### config.mk
export PLATFORM = sky130hd
export DESIGN_NAME = dll_loop_ctrl
export DESIGN_NICKNAME = d
export VERILOG_FILES = /design/src/rtl/dll_loop_ctrl.sv
export SDC_FILE = /design/constraint.sdc
export NUM_CORES = 1
export LEC_CHECK = 0
export ABC_AREA = 1
export ABC_CLOCK_PERIOD_IN_PS = 7300
export BUFFER_PORTS_ARGS = -buffer_cell sky130_fd_sc_hd__clkbuf_2
export CAP_MARGIN = 20
export CORE_UTILIZATION = 62
export CTS_CLUSTER_DIAMETER = 50
export DETAILED_ROUTE_END_ITERATION = 8
export PLACE_DENSITY = 0.95
export SYNTH_ARGS = -nofsm -noshare
export SYNTH_HDL_FRONTEND = slang
export SYNTH_SLANG_ARGS = --single-unit
### constraint.sdc
create_clock -name clk_i -period 7.3 [get_ports clk_i]
set_input_delay 0.365 -clock clk_i [delete_from_list [all_inputs] [get_ports clk_i]]
set_output_delay 0.365 -clock clk_i [all_outputs]
set_load 0.005 [all_outputs]
### src/rtl/dll_loop_ctrl.sv
// Time-multiplexed DLL controller: one shared early-minus-late discriminator and
// loop-gain stage serving NCH channels. Optional lock detection via DLL_CTRL_LOCK_EN.
module dll_loop_ctrl #(
  parameter int NCH      = 4,
  parameter int PW       = 29,
  parameter int SHIFT    = 6,
  parameter int RATEW    = 32,
  parameter int LOCK_THR = 16,
  parameter int LOCK_CNT = 8
) (
  input  logic                    clk_i,
  input  logic                    rst_i,
  input  logic [NCH-1:0]          req_i,
  input  logic [NCH*PW-1:0]       p_e_i,
  input  logic [NCH*PW-1:0]       p_l_i,
  input  logic [NCH-1:0]          ch_clr_i,
  output logic [NCH-1:0]          gnt_o,
  output logic                    busy_o,
  output logic                    upd_valid_o,
  output logic [$clog2(NCH)-1:0]  upd_ch_o,
  output logic signed [RATEW-1:0] upd_rate_o,
  output logic [NCH-1:0]          lock_o
);

  localparam int CW = $clog2(NCH);

  typedef enum logic [1:0] {IDLE, DISC, UPDATE} state_t;

  state_t                  state_q, state_d;
  logic [CW-1:0]           ptr_q, ch_q, pick_idx;
  logic                    pick_found;
  logic [PW-1:0]           pe_q, pl_q;
  logic signed [PW:0]      err_d, err_q, scaled;
  logic signed [RATEW-1:0] rate_q [NCH];
  logic signed [RATEW:0]   sum;
  logic signed [RATEW-1:0] rate_sat;
  logic [NCH-1:0]          gnt_q;
  logic                    upd_valid_q;
  logic [CW-1:0]           upd_ch_q;
  logic signed [RATEW-1:0] upd_rate_q;

  // Round-robin search starting just above the last granted channel.
  always_comb begin
    int idx;
    pick_found = 1'b0;
    pick_idx   = '0;
    idx        = 0;
    for (int k = 1; k <= NCH; k++) begin
      idx = int'(ptr_q) + k;
      if (idx >= NCH) idx = idx - NCH;
      if (!pick_found && req_i[CW'(idx)]) begin
        pick_found = 1'b1;
        pick_idx   = CW'(idx);
      end
    end
  end

  always_comb begin
    state_d = state_q;
    case (state_q)
      IDLE:    if (pick_found) state_d = DISC;
      DISC:    state_d = UPDATE;
      UPDATE:  state_d = IDLE;
      default: state_d = IDLE;
    endcase
  end

  // Unsigned powers extended by one bit so the difference never overflows.
  assign err_d  = $signed({1'b0, pe_q}) - $signed({1'b0, pl_q});
  assign scaled = err_q >>> SHIFT;
  assign sum    = {rate_q[ch_q][RATEW-1], rate_q[ch_q]} + {{(RATEW-PW){scaled[PW]}}, scaled};

  always_comb begin
    rate_sat = sum[RATEW-1:0];
    if (sum[RATEW] != sum[RATEW-1])
      rate_sat = sum[RATEW] ? {1'b1, {(RATEW-1){1'b0}}} : {1'b0, {(RATEW-1){1'b1}}};
  end

  always_ff @(posedge clk_i) begin
    if (!rst_i) begin
      state_q     <= IDLE;
      ptr_q       <= CW'(NCH - 1);
      ch_q        <= '0;
      pe_q        <= '0;
      pl_q        <= '0;
      err_q       <= '0;
      gnt_q       <= '0;
      upd_valid_q <= 1'b0;
      upd_ch_q    <= '0;
      upd_rate_q  <= '0;
      for (int i = 0; i < NCH; i++) rate_q[i] <= '0;
    end else begin
      state_q     <= state_d;
      gnt_q       <= '0;
      upd_valid_q <= 1'b0;
      if (state_q == IDLE && pick_found) begin
        gnt_q <= {{(NCH-1){1'b0}}, 1'b1} << pick_idx;
        ptr_q <= pick_idx;
        ch_q  <= pick_idx;
        pe_q  <= p_e_i[pick_idx*PW +: PW];
        pl_q  <= p_l_i[pick_idx*PW +: PW];
      end
      if (state_q == DISC) err_q <= err_d;
      if (state_q == UPDATE) begin
        rate_q[ch_q] <= rate_sat;
        upd_valid_q  <= 1'b1;
        upd_ch_q     <= ch_q;
        upd_rate_q   <= ch_clr_i[ch_q] ? '0 : rate_sat;
      end
      // A clear on the same edge as that channel's update takes priority.
      for (int i = 0; i < NCH; i++)
        if (ch_clr_i[i]) rate_q[i] <= '0;
    end
  end

`ifdef DLL_CTRL_LOCK_EN
  localparam int CNTW = $clog2(LOCK_CNT + 1);
  localparam logic [PW:0]     LOCK_THR_V = (PW+1)'(LOCK_THR);
  localparam logic [CNTW-1:0] LOCK_CNT_V = CNTW'(LOCK_CNT);

  logic [CNTW-1:0] cnt_q [NCH];
  logic [CNTW-1:0] cnt_nxt;
  logic [PW:0]     err_mag;
  logic [NCH-1:0]  lock_q;

  assign err_mag = err_q[PW] ? -err_q : err_q;

  always_comb begin
    cnt_nxt = '0;
    if (err_mag <= LOCK_THR_V)
      cnt_nxt = (cnt_q[ch_q] == LOCK_CNT_V) ? cnt_q[ch_q] : cnt_q[ch_q] + 1'b1;
  end

  always_ff @(posedge clk_i) begin
    if (!rst_i) begin
      lock_q <= '0;
      for (int i = 0; i < NCH; i++) cnt_q[i] <= '0;
    end else begin
      for (int i = 0; i < NCH; i++) begin
        if (ch_clr_i[i]) begin
          cnt_q[i]  <= '0;
          lock_q[i] <= 1'b0;
        end else if (state_q == UPDATE && ch_q == CW'(i)) begin
          cnt_q[i]  <= cnt_nxt;
          lock_q[i] <= (cnt_nxt == LOCK_CNT_V);
        end
      end
    end
  end

  assign lock_o = lock_q;
`else
  assign lock_o = '0;
`endif

  assign gnt_o       = gnt_q;
  assign busy_o      = (state_q != IDLE);
  assign upd_valid_o = upd_valid_q;
  assign upd_ch_o    = upd_ch_q;
  assign upd_rate_o  = upd_rate_q;

endmodule

==> summary.txt <==
Clocking
  • Setup Buffers After CTS: 0
  • Inserted Clock Buffers: 28
  • Level count of the clock H-tree: 1
  • Resized Gates After CTS: 0
  • TritonCTS Sinks: ~260
  • Clock input transition at the sequential cells of the worst setup and hold paths: ~0.07 ns
  • Hold buffer count at CTS: 0
  • Clock network latency to the later pin of the worst-skew pair: a little under 0.6 ns
  • CTS tree: built
  • Clock Path Buffers: 3
  • Clk Tree Root Cell: clkbuf_16

Run status
  • Status: complete, no violations

Layout
  • Area added between synthesis and finish: 14.5%
  • Non-filler cells in the finished layout: around 3.1k
  • Post-layout nets: a little over 3k
  • Antenna diode count: 0
  • Number of fillers in the final layout: 2106
  • Post-Layout Inst Area: roughly 0.02 sq mm
  • Share of final-layout standard cells stronger than drive strength 1: a little over an eighth

Synthesis
  • Number of enable flip-flop cells after synthesis: 128
  • Cell types with the largest area share after synthesis: edfxtp_1 (23%), dfxtp_1 (15%), nand2_1 (13%)
  • Instance count of the mapped netlist: approximately 2.5k
  • Post-synth top area cell: edfxtp_1
  • Number of warning messages in the yosys log: 0
  • Most used standard cell by instance count after synthesis: nand2_1
  • Most frequent cells after synthesis: nand2_1 (578), inv_1 (373), nor2_1 (370)
  • Asr flop ratio synth: 0%
  • Average instance area after synthesis: ~6.8 sq um
  • Post-synth top area share: a little under a quarter
  • Proportion of synthesized chip area in sequential cells: between 30% and 40%
  • Top FF cell, synth: dfxtp_1
  • Post-synthesis cell area: about 0.017 sq mm
  • Library cells used by synthesis: 42
  • Number of synthesized register bits: 257

Drt
  • Length of the first detailed-routing pass in iterations: 7
  • Routed WL per cell: 17.3 microns
  • Average via count per standard cell: just under 6
  • Number of nets with antenna violations after detailed routing: 0
  • DRC: 0
  • Iteration-0 DRC Markers: roughly 2.4k
  • Vias after detailed routing: 18.0k
  • Final routed wirelength across all metal layers: 53.5 mm

Worst hold path
  • Worst hold path class: in -> reg

Placement
  • Number of port buffers: 281
  • Inst Count DP: between 3k and 4k
  • GPL Wtd Cong: about 1.1
  • Dpl cell area: roughly 0.019 sq mm
  • Dpl hpwl: 38.3 mm

Floorplan
  • Vertical die dimension: 168 microns
  • Die ar.: 0.0282 sq mm
  • Die Wd: between 150 and 200 microns
  • Starting utilization of the core area: 63.2%
  • Count of standard-cell rows: 60
  • Std-Cell Core Area: approximately 0.027 sq mm
  • Number of top-level pins: 286

STA
  • Post-route clock skew: between 0.02 and 0.025 ns
  • Endpoints failing setup: 0
  • Achievable clock frequency: between 150 and 200 MHz
  • Number of slew-limit violations in the final report: 0
  • RSZ-0062 raised after global routing: false
  • Transition time at the pin with the least slew margin: roughly 1.1 ns
  • Relative max-transition margin: approximately 25%
  • Worst hold margin: between 0.15 and 0.2 ns
  • Min cycle time layout: 5.30 ns
  • Number of failing hold endpoints at the final stage: 0
  • Share of the cycle needed by the critical path after routing: between 70% and 80%
  • Setup TNS: 0 ns

GRT
  • Remaining global-route overflow: 0
  • GRT Overall Usage: 37.0%
  • First-pass GRT wire length: roughly 84 mm
  • Pin count of the biggest net entering global routing: 120
  • Number of global-route vias before repair: approximately 17k
  • Number of antenna violations at the first check in global routing: 1

Power
  • Sum of internal, switching and leakage power: between 9 and 10 mW
  • Worst-case vdd ir drop: between 0.3 and 0.4 mV
  • Static power due to leakage: around 10 nW
  • Total power divided by cell area: 501 mW/mm^2

Setup path
  • Critical path type: reg -> reg
  • Arrival time of data at the critical path endpoint: between 5 and 6 ns
  • Top fanout value on the critical path: between 60 and 70
  • Worst Setup End Kind: register
  • Required time worst endpoint: between 7 and 8 ns
  • Startpoint types: register

Flow run
  • # Max-Cap Violations: 0
==> area by class of cell <==
cell class / instances / area, sq um / share of cell area [%]
inverter: 381 / 1430 / 7.32
multi-input combinational: 1760 / 8710 / 44.5
clock buffer: 35 / 778 / 3.98
tap: 341 / 427 / 2.18
timing repair buffer: 297 / 1550 / 7.91
clock inverter: 17 / 244 / 1.25
sequential: 257 / 6430 / 32.9
==> stage by stage <==
stage | utilization [%] | setup WS (ns)
after global routing | 72.4 | 1.68
after floorplan | - | 3.95
after detailed placement | 68.5 | 2.28
final | 72.4 | 2.00
after CTS | 72.3 | 2.20
after global placement | 68.5 | 2.59
==> cell usage in the layout (no fill, tap or decap), types with 60 or more instances in the layout <==
cell type,count
a21oi_1,148
clkbuf_2,282
dfxtp_1,129
edfxtp_1,128
ha_1,60
inv_1,373
nand2_1,575
nand3_1,224
nand3b_1,120
nor2_1,369
o21ai_0,112
==> cells by family (layout without fill, tap and decap cells) <==
logic type | after synthesis | in the layout | share of synthesized area, %
compound gates | 330 | 330 | 10.4
xor+xnor | 37 | 37 | 1.94
fa+ha+maj | 61 | 61 | 4.51
buf+inv | 507 | 730 | 11.6
flops | 257 | 257 | 37.6
other cells | 1 | 4 | 0.0220
simple gates | 1328 | 1328 | 33.9
==> final timing paths <==
| check | from | slack, ns | cells past startpoint | to |
|---|---|---|---|---|
| worst max-delay path | register | 2.00 | 21 | rate_q[0][30] |
| worst min-delay path | p_e_i[31] | 0.19 | 7 | pe_q[2] |
| worst max register to register | register | 2.00 | 21 | rate_q[0][30] |
| worst min register to register | upd_rate_o[22] | 0.47 | 2 | upd_rate_o[22] |
==> state kept, by name (all words and copies together) (netlist names), named ones only <==
| register | cells |
|---|---|
| pe_q | 29 |
| state_q | 2 |
| pl_q | 29 |
| err_q | 24 |
| rate_q | 128 |
| ch_q | 2 |
| upd_ch_o | 2 |
| upd_rate_o | 32 |
| upd_valid_o | 1 |
| gnt_o | 4 |
| ptr_q | 2 |
==> worst max-delay path, stage by stage (launching register included) <==
cell,delay (ns)
dfxtp_1,0.30
buf_4,0.31
inv_2,0.83
o21ai_0,0.20
o22ai_1,0.21
ha_1,0.26
inv_1,0.08
fa_1,0.38
inv_1,0.13
nand3_1,0.09
nand2_1,0.13
nand2_1,0.08
nand2_1,0.12
nand2_1,0.07
nand2_1,0.15
nand2_1,0.12
nand3_1,0.08
nand2_1,0.14
nand2_1,0.53
o21ai_0,0.43
inv_1,0.25
nor2_1,0.09
==> metal layers <==
layer  vias up  GRT usage [%]  routed length [microns]
met3       199           7.36                     5920
met4         2           17.8                     2570
met1      8087           46.3                    20400
met2      1218           61.5                    24600
met5         -              0                       13
li1       8469              -                        -
==> power by group <==
part / internal, mW / switching [mW] / total [mW]
clock: 0.937 / 0.622 / 1.56
combinational: 1.88 / 4.39 / 6.27
sequential: 1.80 / 0.160 / 1.96
total: 4.62 / 5.18 / 9.79
No activity file was read; power rests on OpenSTA's default activity.
